File: src/rtl/sdram_pkg.sv
// sdram_pkg: shared definitions for the SDRAM init sequencer.
//   - command encodings {cs_n, ras_n, cas_n, we_n}
//   - init state enum (S_EMRS exists only when SDRAM_INIT_EMRS_EN is defined)
//   - sdram_clog2: ceiling log2 with a minimum result of 1, for counter widths
package sdram_pkg;

    localparam logic [3:0] CMD_NOP  = 4'b0111;
    localparam logic [3:0] CMD_PRE  = 4'b0010;
    localparam logic [3:0] CMD_AREF = 4'b0001;
    localparam logic [3:0] CMD_MRS  = 4'b0000;   // EMRS shares this, selected by bank

    typedef enum logic [2:0] {
        S_WAIT,
        S_PRE,
        S_AR,
        S_MRS,
`ifdef SDRAM_INIT_EMRS_EN
        S_EMRS,
`endif
        S_DONE
    } init_state_e;

    function automatic int sdram_clog2(input int v);
        int r;
        r = 0;
        for (int i = 0; i < 31; i++) begin
            if ((1 << i) < v) r = i + 1;
        end
        return (r < 1) ? 1 : r;
    endfunction

endpackage

File: src/rtl/sdram_dly_cnt.sv
// sdram_dly_cnt: loadable down-counter shared by every wait state of the
// init sequencer. Loading N makes 'zero' true N cycles later; it then holds
// at zero (no wrap).
// Ports:
//   clk  in   clock
//   rst  in   synchronous active-high reset (counter -> 0)
//   load in   load 'val' this cycle
//   val  in   W-bit load value
//   zero out  counter is zero
module sdram_dly_cnt #(
    parameter int W = 8
) (
    input  logic         clk,
    input  logic         rst,
    input  logic         load,
    input  logic [W-1:0] val,
    output logic         zero
);

    logic [W-1:0] cnt_q, cnt_d;

    always_comb begin
        cnt_d = cnt_q;
        if (load)              cnt_d = val;
        else if (cnt_q != '0)  cnt_d = cnt_q - W'(1);
    end

    always_ff @(posedge clk) begin
        if (rst) cnt_q <= '0;
        else     cnt_q <= cnt_d;
    end

    assign zero = (cnt_q == '0);

endmodule

File: src/rtl/sdram_init_seq.sv
// sdram_init_seq: SDRAM power-up initialisation sequencer.
// Power-up wait, PRECHARGE ALL, AR_COUNT x AUTO REFRESH, MRS, optional EMRS
// (macro SDRAM_INIT_EMRS_EN), then init_done. A one-cycle init_req while
// done re-runs the sequence from PRECHARGE (power-up wait skipped).
// Ports:
//   sclk            in   clock, rising edge
//   rst             in   synchronous active-high reset
//   init_req        in   re-init request, honoured only while init_done=1
//   sdram_cke       out  clock enable (0 in reset and first wait cycle)
//   sdram_cs_n/ras_n/cas_n/we_n  out  registered command
//   sdram_bank      out  BANK_W bank address
//   sdram_addr      out  ADDR_W address
//   init_busy       out  sequence in progress
//   init_done       out  initialisation complete
module sdram_init_seq
    import sdram_pkg::*;
#(
    parameter int                CLK_PERIOD_NS = 10,
    parameter int                T_POWERUP_NS  = 200_000,
    parameter int                T_RP_CLK      = 2,
    parameter int                T_RFC_CLK     = 7,
    parameter int                T_MRD_CLK     = 2,
    parameter int                AR_COUNT      = 8,
    parameter int                ADDR_W        = 12,
    parameter int                BANK_W        = 2,
    parameter int                CAS_LAT       = 3,
    parameter logic [2:0]        BL_CODE       = 3'b000,
    parameter logic [ADDR_W-1:0] EMRS_VAL      = '0
) (
    input  logic              sclk,
    input  logic              rst,
    input  logic              init_req,
    output logic              sdram_cke,
    output logic              sdram_cs_n,
    output logic              sdram_ras_n,
    output logic              sdram_cas_n,
    output logic              sdram_we_n,
    output logic [BANK_W-1:0] sdram_bank,
    output logic [ADDR_W-1:0] sdram_addr,
    output logic              init_busy,
    output logic              init_done
);

    localparam int PWR_CYC = (T_POWERUP_NS + CLK_PERIOD_NS - 1) / CLK_PERIOD_NS;
    localparam int MAX_A   = (PWR_CYC > T_RP_CLK) ? PWR_CYC : T_RP_CLK;
    localparam int MAX_B   = (T_RFC_CLK > T_MRD_CLK) ? T_RFC_CLK : T_MRD_CLK;
    localparam int MAX_DLY = (MAX_A > MAX_B) ? MAX_A : MAX_B;
    localparam int CNT_W   = sdram_clog2(MAX_DLY + 1);
    localparam int AR_W    = sdram_clog2(AR_COUNT + 1);

    // Loading T-1 on the command cycle puts the next command exactly T cycles later.
    localparam logic [CNT_W-1:0] LD_PWR = CNT_W'(PWR_CYC - 1);
    localparam logic [CNT_W-1:0] LD_RP  = CNT_W'(T_RP_CLK - 1);
    localparam logic [CNT_W-1:0] LD_RFC = CNT_W'(T_RFC_CLK - 1);
    localparam logic [CNT_W-1:0] LD_MRD = CNT_W'(T_MRD_CLK - 1);
    localparam logic [AR_W-1:0]  AR_LAST = AR_W'(AR_COUNT);

    // Mode register: burst write, standard op, CAS latency, sequential, burst length.
    localparam logic [2:0]        CAS3     = 3'(CAS_LAT);
    localparam logic [9:0]        MRS10    = {1'b0, 2'b00, CAS3, 1'b0, BL_CODE};
    localparam logic [ADDR_W-1:0] MRS_ADDR = ADDR_W'(MRS10);
    localparam logic [ADDR_W-1:0] PRE_ADDR = ADDR_W'(11'h400);   // A10: all banks

    init_state_e       state_q, state_d;
    logic [AR_W-1:0]   ar_q, ar_d;
    logic [3:0]        cmd_q, cmd_d;
    logic [BANK_W-1:0] bank_q, bank_d;
    logic [ADDR_W-1:0] addr_q, addr_d;
    logic              cke_q, cke_d;
    logic              busy_q, busy_d;
    logic              done_q, done_d;
    logic              dly_load;
    logic [CNT_W-1:0]  dly_val;
    logic              dly_zero;

    sdram_dly_cnt #(.W(CNT_W)) u_dly (
        .clk  (sclk),
        .rst  (rst),
        .load (dly_load),
        .val  (dly_val),
        .zero (dly_zero)
    );

    always_comb begin
        state_d  = state_q;
        ar_d     = ar_q;
        cmd_d    = CMD_NOP;
        bank_d   = '0;
        addr_d   = '0;
        // busy is first raised on cycle 0, so cke follows one cycle behind it
        cke_d    = cke_q | busy_q;
        busy_d   = busy_q;
        done_d   = done_q;
        dly_load = 1'b0;
        dly_val  = '0;
        case (state_q)
            S_WAIT: begin
                if (!busy_q) begin
                    // first cycle out of reset: start the power-up wait
                    busy_d   = 1'b1;
                    dly_load = 1'b1;
                    dly_val  = LD_PWR;
                end else if (dly_zero) begin
                    cmd_d    = CMD_PRE;
                    addr_d   = PRE_ADDR;
                    state_d  = S_PRE;
                    dly_load = 1'b1;
                    dly_val  = LD_RP;
                end
            end
            S_PRE: begin
                if (dly_zero) begin
                    cmd_d    = CMD_AREF;
                    ar_d     = ar_q + AR_W'(1);
                    state_d  = S_AR;
                    dly_load = 1'b1;
                    dly_val  = LD_RFC;
                end
            end
            S_AR: begin
                if (dly_zero) begin
                    dly_load = 1'b1;
                    if (ar_q == AR_LAST) begin
                        cmd_d   = CMD_MRS;
                        addr_d  = MRS_ADDR;
                        state_d = S_MRS;
                        dly_val = LD_MRD;
                    end else begin
                        cmd_d   = CMD_AREF;
                        ar_d    = ar_q + AR_W'(1);
                        dly_val = LD_RFC;
                    end
                end
            end
            S_MRS: begin
                if (dly_zero) begin
`ifdef SDRAM_INIT_EMRS_EN
                    cmd_d    = CMD_MRS;
                    bank_d   = BANK_W'(2);
                    addr_d   = EMRS_VAL;
                    state_d  = S_EMRS;
                    dly_load = 1'b1;
                    dly_val  = LD_MRD;
`else
                    state_d  = S_DONE;
                    busy_d   = 1'b0;
                    done_d   = 1'b1;
`endif
                end
            end
`ifdef SDRAM_INIT_EMRS_EN
            S_EMRS: begin
                if (dly_zero) begin
                    state_d = S_DONE;
                    busy_d  = 1'b0;
                    done_d  = 1'b1;
                end
            end
`endif
            S_DONE: begin
                if (init_req) begin
                    cmd_d    = CMD_PRE;
                    addr_d   = PRE_ADDR;
                    ar_d     = '0;
                    state_d  = S_PRE;
                    busy_d   = 1'b1;
                    done_d   = 1'b0;
                    dly_load = 1'b1;
                    dly_val  = LD_RP;
                end
            end
            default: state_d = S_WAIT;
        endcase
    end

    always_ff @(posedge sclk) begin
        if (rst) begin
            state_q <= S_WAIT;
            ar_q    <= '0;
            cmd_q   <= CMD_NOP;
            bank_q  <= '0;
            addr_q  <= '0;
            cke_q   <= 1'b0;
            busy_q  <= 1'b0;
            done_q  <= 1'b0;
        end else begin
            state_q <= state_d;
            ar_q    <= ar_d;
            cmd_q   <= cmd_d;
            bank_q  <= bank_d;
            addr_q  <= addr_d;
            cke_q   <= cke_d;
            busy_q  <= busy_d;
            done_q  <= done_d;
        end
    end

    assign {sdram_cs_n, sdram_ras_n, sdram_cas_n, sdram_we_n} = cmd_q;
    assign sdram_cke  = cke_q;
    assign sdram_bank = bank_q;
    assign sdram_addr = addr_q;
    assign init_busy  = busy_q;
    assign init_done  = done_q;

endmodule
File: config.mk
export PLATFORM = sky130hd
export DESIGN_NAME = sdram_init_seq
export DESIGN_NICKNAME = d
export VERILOG_FILES = /design/src/rtl/sdram_pkg.sv /design/src/rtl/sdram_dly_cnt.sv /design/src/rtl/sdram_init_seq.sv
export SDC_FILE = /design/constraint.sdc
export NUM_CORES = 1
export LEC_CHECK = 0
export ABC_AREA = 1
export CORE_MARGIN = 8
export CORE_UTILIZATION = 41
export CTS_CLUSTER_SIZE = 25
export DETAILED_ROUTE_END_ITERATION = 8
export PLACE_DENSITY = 0.64
export SKIP_LAST_GASP = 1
export SLEW_MARGIN = 20
export SYNTH_ARGS = -nofsm -noshare
export SYNTH_HDL_FRONTEND = slang
export SYNTH_SLANG_ARGS = --single-unit
File: constraint.sdc
create_clock -name sclk -period 3.3 [get_ports sclk]
set_clock_uncertainty 0.2 [all_clocks]
set_input_delay 0.495 -clock sclk [delete_from_list [all_inputs] [get_ports sclk]]
set_output_delay 0.495 -clock sclk [all_outputs]
set_load 0.01 [all_outputs]
==> flow_summary.json, run 1 <==
{
  "avgSynthCellArea_um2": 7.012,
  "cts.clk_slew.worst_paths_ns": 0.06,
  "netlist_top_cells_count": "nand2_1, nor2_1, dfxtp_1, inv_1, nand3_1",
  "worst-endpoint-required_ns": 3.27,
  "ys_ff_latch": 30,
  "final_area_um2": 2047,
  "yosysMostFrequentCell": "nand2_1",
  "final_hold_viol_count": 0,
  "numPortBuffers": 11,
  "cp-start-kind": "flop",
  "core_area_um2": 4354,
  "dp.final_hpwl_mm": 2.979,
  "antenna_found_initial": 0,
  "fin_crit_ns": 2.053,
  "arrival_ns": 2.02,
  "setup_tns_ns": 0,
  "crit_type": "reg2reg",
  "power_density_nw_per_um2": 994.8,
  "ys.warnings.count": 0,
  "die-width_um": 83.07,
  "cts.sinks": 30,
  "leakage_nw": 0.9568,
  "hold_class": "reg2reg",
  "drive_above_1_share_pct": 15.41,
  "holdBufCountCts": 0,
  "reg2regPathDepth": 12,
  "status": "finished clean",
  "end_kind": "flop",
  "netlist_area_um2": 1844,
  "grt_max_degree": 16,
  "syn_to_final_growth_pct": 10.99,
  "placed_cells": 323,
  "yosys.area.top_type": "dfxtp_1",
  "post-cts-setup-buffer-count": 0,
  "rsz0062_at_grt": "false",
  "synth-async-reset-ratio_pct": 0,
  "die_h_um": 83.07,
  "pin_count": 24,
  "min_period_over_period_pct": 62.20,
  "cts_root_buf": "clkbuf_8",
  "grt_pass1_vias": 1537,
  "final_cell_count_no_fill": 331,
  "min_to": "init_done",
  "first_iter_violations": 66,
  "crit_path_start": "u_dly.cnt_q[0]",
  "cts-htree-levels": 2,
  "synth_top_area_share_pct": 32.56,
  "worstHoldPathCells": 2,
  "drc": 0,
  "ff2ff_setup_slack_ns": 1.25,
  "antenna_cells": 0,
  "synth_seq_area_share_pct": 32.56,
  "row_count": 24,
  "grt.overflow.total": 0,
  "hp-start": "init_done",
  "maxCapViolations": 0,
  "grt_usage_pct": 11.47,
  "placed_area_um2": 1956,
  "avgRoutedWirePerCell_um": 11.61,
  "fillCellCount": 442,
  "die_area_um2": 6901,
  "r2r-end": "u_dly.cnt_q[11]",
  "first_pass_iters": 4,
  "synth.distinct_cells": 33,
  "grt_pass1_wl_mm": 6.789,
  "cts_resized": 0,
  "initial_core_util_pct": 42.36,
  "synth_edf_count": 0,
  "gp_congestion": 0.8354,
  "setup_viol": 0,
  "cts_tree": "built",
  "reg2reg_from": "u_dly.cnt_q[0]",
  "peakVddDrop_uv": 369.6,
  "maxSlewViolCount": 0,
  "clk_path_buf_depth": 2,
  "routed_wl_mm": 3.842,
  "crit_path_max_fanout": 12,
  "synth_flop_cell": "dfxtp_1",
  "insertion_delay_ns": 0.28,
  "vias": 1566,
  "nNetsFinal": 285,
  "fmax_mhz": 487.2,
  "synth_area_leaders": "dfxtp_1, nand2_1, nor2_1",
  "syn_inst": 263,
  "routed_via_density": 4.731,
  "cts_made_buffers": 5,
  "antenna_left": 0
}
-- critical path: stages (launching register included) --
cell	delay, ns
dfxtp_1	0.32
inv_1	0.10
ha_1	0.23
inv_1	0.06
nor2_1	0.04
nand2_1	0.09
nor2_4	0.06
nand3_1	0.08
nand2_2	0.08
nor2_4	0.26
nand3_1	0.24
nand2_1	0.13
nor2_1	0.04
-- worst max path at each step --
stage,endpoint,slack [ns]
final,u_dly.cnt_q[11],1.25
after global routing,u_dly.cnt_q[3],1.02
after CTS,u_dly.cnt_q[11],1.23
after detailed placement,u_dly.cnt_q[11],1.12
after global placement,u_dly.cnt_q[9],1.11
after floorplan,u_dly.cnt_q[3],1.52
-- power by group --
part           switching (mW)  leakage, nW  internal, mW
clock network           0.137       0.0482         0.168
logic                   0.733        0.662         0.428
registers              0.0972        0.246         0.473
-- placed cells by master (no fill, tap or decap) --
cell type / instances
a21boi_1: 1
a21oi_1: 10
a21oi_2: 1
and2_1: 1
buf_4: 1
clkbuf_1: 1
clkbuf_8: 6
clkdlybuf4s50_1: 11
clkinv_1: 1
clkinv_2: 1
conb_1: 12
dfxtp_1: 30
ha_1: 4
inv_1: 21
inv_2: 5
nand2_1: 61
nand2_2: 9
nand2_4: 1
nand3_1: 16
nand3_2: 4
nand3b_1: 1
nand4_1: 4
nor2_1: 35
nor2_2: 7
nor2_4: 7
nor3_1: 6
nor3b_1: 1
o2111ai_1: 1
o211ai_1: 1
o21ai_0: 1
o21ai_1: 4
o21ai_2: 1
o31ai_1: 1
xnor2_1: 3
xor2_1: 9
-- metal layers --
layer | wire length [µm] | share of wire [%] | vias to the layer above | global-route usage, %
met2 | 1892 | 49 | 15 | 20.51
met1 | 1804 | 47 | 707 | 12.46
met5 | 0 | 0 | - | 0
met4 | 55 | 1.4 | 0 | 4.313
met3 | 90 | 2.3 | 6 | 3.125
li1 | - | - | 838 | -
-- metrics by stage --
step	utilization, %	total power, mW	hold WS [ns]	setup slack (ns)
after detailed placement	44.91	1.728	0.2512	1.124
after global placement	44.91	1.731	0.2418	1.106
after CTS	47.01	2.048	0.2633	1.226
after floorplan	-	1.533	0.2599	1.517
final	47.01	2.036	0.2593	1.247
after global routing	47.01	2.247	0.2946	1.020
-- cells by family after synthesis --
kind of cell | after synthesis | synth area share (%)
flip-flops | 30 | 32.56
AO/OA/AOI/OAI | 21 | 6.717
AND/OR/NAND/NOR | 153 | 40.50
XOR/XNOR | 12 | 5.699
buffers and inverters | 42 | 11.60
adder cells (fa/ha/maj) | 4 | 2.714
other | 1 | 0.2033
-- area by class of cell --
class | count | area (µm²) | share of cell area, %
multi-input combinational | 202 | 1071 | 52.32
sequential | 30 | 600.6 | 29.34
timing repair buffer | 12 | 117.6 | 5.746
inverter | 27 | 101.3 | 4.951
clock buffer | 7 | 86.33 | 4.218
tap | 52 | 65.06 | 3.178
clock inverter | 1 | 5.005 | 0.2445
-- registers in the layout (all words and copies together), names as in the netlist --
signal and cells:
u_dly.cnt_q 15, ar_q 4, cmd_q 3, state_q 3
sdram_addr 2, init_busy 1, init_done 1, sdram_cke 1
No activity file was read; power rests on OpenSTA's default activity.
==> inputs of run 2 (changes only) <==
clock period = 2.1 ns   (was 3.3 ns; I/O delays follow)
==> flow_summary.json, run 2 (synthesis results as in run 1) <==
{
  "status": "finished clean",
  "slowest_stage": "dfxtp_1",
  "worst-endpoint-required_ns": 2.12,
  "peakVddDrop_uv": 591.2,
  "dp.final_hpwl_mm": 3.121,
  "cts.sinks": 30,
  "die_h_um": 83.07,
  "initial_core_util_pct": 42.36,
  "routed_via_density": 4.746,
  "cpPeakStageDelay_ns": 0.32,
  "antenna_found_initial": 0,
  "die-width_um": 83.07,
  "drive_above_1_share_pct": 18.37,
  "routed_wl_mm": 3.988,
  "reg_top3": "u_dly.cnt_q (15), ar_q (4)",
  "hold_class": "reg2reg",
  "utilization_pct": 48.39,
  "holdBufCountCts": 0,
  "final_area_um2": 2107,
  "nNetsFinal": 289,
  "insertion_delay_ns": 0.28,
  "die_area_um2": 6901,
  "gp_congestion": 0.8359,
  "hp-start": "init_done",
  "core_area_um2": 4354,
  "setup_tns_ns": 0,
  "reg2reg_from": "u_dly.cnt_q[0]",
  "grt_usage_pct": 11.88,
  "drc": 0,
  "vias": 1590,
  "final_cell_mix": "nand2_1, nor2_1, dfxtp_1",
  "cts_tree": "built",
  "finalPower_mw": 3.325,
  "pin_count": 24,
  "min_period_over_period_pct": 91.43,
  "cts.clk_slew.worst_paths_ns": 0.06,
  "first_pass_iters": 4,
  "r2r-end": "u_dly.cnt_q[11]",
  "grt_pass1_vias": 1555,
  "critical_path.top_delay_family": "simple AND/OR/NAND/NOR gates",
  "ff2ff_setup_slack_ns": 0.18,
  "placed_area_um2": 1971,
  "grt_max_degree": 15,
  "worst_hold_slack_ns": 0.2585,
  "rsz0062_at_grt": "false",
  "syn_to_final_growth_pct": 14.25,
  "numPortBuffers": 11,
  "first_iter_violations": 69,
  "clk_path_buf_depth": 2,
  "arrival_ns": 1.94,
  "row_count": 24,
  "grt_pass1_wl_mm": 6.948,
  "cts-htree-levels": 2,
  "crit_buf_inv": 3,
  "fmax_mhz": 520.8,
  "setup_viol": 0,
  "cts_root_buf": "clkbuf_8",
  "grt.overflow.total": 0,
  "worstHoldPathCells": 2,
  "min_to": "init_done",
  "crit_type": "reg2reg",
  "layout_commonest_cell": "nand2_1",
  "maxSlewViolCount": 0,
  "reg2regPathDepth": 13,
  "largest-register": "u_dly.cnt_q",
  "power_density_nw_per_um2": 1578,
  "cp-start-kind": "flop",
  "final_hold_viol_count": 0,
  "antenna_left": 0,
  "maxCapViolations": 0,
  "largest_reg_flops": 15,
  "avgRoutedWirePerCell_um": 11.90,
  "crit_chain": "inv_2 > ha_1 > inv_1 > nor2_2 > nand2_1 > nor2_4 > nand3_1 > nand2_2 > nor2_4 > buf_12 > nand3_2 > nand2_1 > nor2_1",
  "fin_crit_ns": 1.920,
  "antenna_cells": 0,
  "fillCellCount": 464,
  "crit_path_max_fanout": 8,
  "end_kind": "flop",
  "cts_made_buffers": 5,
  "leakage_nw": 0.9801
}
[run 2: repair_timing]
item | 4_1_cts | 5_1_grt
setup endpoints to repair | 0 | 7
gates resized for setup | 0 | 6
setup buffers | 0 | 2
hold endpoints to repair | 0 | 0
[run 2: worst max-delay path by stage]
stage / startpoint / endpoint / cells past startpoint
floorplan: u_dly.cnt_q[0] / u_dly.cnt_q[3] / 14
global route: u_dly.cnt_q[0] / u_dly.cnt_q[9] / 13
finish: u_dly.cnt_q[0] / u_dly.cnt_q[11] / 13
CTS: u_dly.cnt_q[0] / u_dly.cnt_q[11] / 12
detailed placement: u_dly.cnt_q[0] / u_dly.cnt_q[11] / 12
global placement: u_dly.cnt_q[0] / u_dly.cnt_q[10] / 12
[run 2: metal layers]
metal  vias up  routed length [µm]  share of wire, %  global-route usage (%)
li1        842                   -                 -                       -
met1       710                1791                45                   12.98
met2        29                1935                49                   19.94
met3         9                 181               4.5                   4.297
met4         0                  80               2.0                   5.431
met5         -                   0                 0                       0
[run 2: layout make-up]
cell class	instances	area, µm²	share of cell area [%]
Inverter	27	101.3	4.810
Sequential cell	30	600.6	28.50
Multi-Input combinational cell	202	1089	51.66
Tap cell	52	65.06	3.088
Clock inverter	1	5.005	0.2375
Timing Repair Buffer	16	160.2	7.601
Clock buffer	7	86.33	4.097
[run 2: power by group]
part,switching [mW],total [mW],leakage (nW),internal (mW)
logic,1.19,1.94,0.686,0.743
registers,0.165,0.908,0.246,0.743
clock network,0.218,0.482,0.0482,0.264
[run 2: worst min-delay path, cell delays in order, from the launching register on]
cell and delay (ns):
dfxtp_1 0.31, inv_1 0.05, a21oi_1 0.05
[run 2: metrics by stage]
step	std cells	setup WS, ns
2_1_floorplan	274	0.3174
3_3_place_gp	325	0.1368
3_5_place_dp	325	0.1095
4_1_cts	333	0.09663
5_1_grt	335	0.01862
6_report	335	0.1799
==> inputs of run 3 (changes only) <==
CORE_MARGIN = 1.5   (was 8)
clock period = 2.28 ns   (was 2.1 ns; I/O delays follow)
==> flow_summary.json, run 3 (synthesis results as in run 1) <==
{
  "crit_path_max_fanout": 12,
  "grt_pass1_wl_mm": 6.679,
  "arrival_ns": 2.02,
  "numPortBuffers": 11,
  "crit_chain": "inv_1 > ha_1 > inv_1 > nor2_1 > nand2_1 > nor2_4 > nand3_1 > nand2_2 > nor2_4 > nand3_1 > nand2_1 > nor2_1",
  "drc": 0,
  "seq_area_um2": 600.6,
  "fin_crit_ns": 2.036,
  "layout_commonest_cell": "nand2_1",
  "die-width_um": 70.07,
  "rsz0062_at_grt": "false",
  "cts.clk_slew.worst_paths_ns": 0.07,
  "maxSlewViolCount": 0,
  "die_area_um2": 4910,
  "antenna_found_initial": 0,
  "grt_pass1_vias": 1565,
  "grt.overflow.total": 0,
  "initial_core_util_pct": 42.36,
  "core_area_um2": 4354,
  "grt_use_met1_pct": 19.00,
  "fillCellCount": 458,
  "die_h_um": 70.07,
  "use_met3_pct": 4.906,
  "grt_usage_pct": 17.06,
  "routed_via_density": 4.770,
  "gp_congestion": 0.9509,
  "cts_tree": "built",
  "setup_tns_ns": 0,
  "fmax_mhz": 491.1,
  "holdBufCountCts": 0,
  "routed_wl_mm": 3.722,
  "syn_to_final_growth_pct": 10.92,
  "worst-endpoint-required_ns": 2.26,
  "crit_type": "reg2reg",
  "clk_path_buf_depth": 2,
  "leakage_nw": 0.9527,
  "grt_use_met2_pct": 29.84,
  "first_iter_violations": 79,
  "antenna_cells": 0,
  "largest_reg_flops": 15,
  "slowest_stage": "dfxtp_1",
  "maxCapViolations": 0,
  "row_count": 24,
  "cts_root_buf": "clkbuf_8",
  "finalPower_mw": 2.936,
  "insertion_delay_ns": 0.29,
  "placed_area_um2": 1956,
  "avgRoutedWirePerCell_um": 11.24,
  "cp-start-kind": "flop",
  "dp.final_hpwl_mm": 2.835,
  "largest-register": "u_dly.cnt_q",
  "final_cell_mix": "nand2_1, nor2_1, dfxtp_1",
  "cts.sinks": 30,
  "hold_class": "reg2reg",
  "crit_buf_inv": 2,
  "final_area_um2": 2046,
  "grt_max_degree": 15,
  "critical_path.top_delay_family": "simple AND/OR/NAND/NOR gates",
  "setup_viol": 0,
  "peakVddDrop_uv": 577.5,
  "drive_above_1_share_pct": 15.77,
  "multi_input_area_um2": 1071,
  "cts_made_buffers": 5,
  "vias": 1579,
  "cts_resized": 0,
  "min_period_over_period_pct": 89.31,
  "reg_top3": "u_dly.cnt_q (15), ar_q (4)",
  "power_density_nw_per_um2": 1435,
  "status": "finished clean",
  "cts-htree-levels": 2,
  "grt-busiest-layer": "met2",
  "post-cts-setup-buffer-count": 0,
  "first_pass_iters": 4,
  "cpPeakStageDelay_ns": 0.33,
  "pin_count": 24,
  "nNetsFinal": 285,
  "antenna_left": 0,
  "end_kind": "flop",
  "final_hold_viol_count": 0
}
[run 3: worst min-delay path: stages, from the launching register on]
cell,delay (ns)
dfxtp_1,0.31
inv_1,0.05
a21oi_1,0.05
[run 3: through the flow]
stage	setup slack (ns)	instances	util (%)	hold WS (ns)
after floorplan	0.4974	274	-	0.2111
after CTS	0.2521	331	46.98	0.2625
after global routing	0.003212	331	46.98	0.2774
after detailed placement	0.2712	323	44.91	0.2466
final	0.2437	331	46.98	0.2595
after global placement	0.2696	323	44.91	0.2419
[run 3: final cells by class]
cell class	instances	share of cell area, %
clock inverter	3	1.040
clock buffer	5	3.364
multi-input combinational	202	52.35
sequential	30	29.36
timing repair buffer	12	5.749
tap	52	3.180
inverter	27	4.954
[run 3: final timing paths]
path / end / start / depth (start not counted) / slack, ns
worst max-delay path: u_dly.cnt_q[10] / u_dly.cnt_q[0] / 12 / 0.24
worst min-delay path: init_done / init_done / 2 / 0.26
worst max register to register: u_dly.cnt_q[10] / u_dly.cnt_q[0] / 12 / 0.24
worst min register to register: init_done / init_done / 2 / 0.26
[run 3: power breakdown]
part	internal [mW]	leakage (nW)	total (mW)	switching (mW)
clock	0.214	0.0441	0.431	0.217
combinational	0.619	0.662	1.68	1.06
sequential	0.684	0.246	0.826	0.143
total	1.52	0.953	2.94	1.42
[run 3: per-layer routing]
metal | share of wire (%) | wire length [µm]
met5 | 0 | 0
met2 | 49 | 1840
met1 | 45 | 1676
met4 | 2.0 | 73
met3 | 3.5 | 132
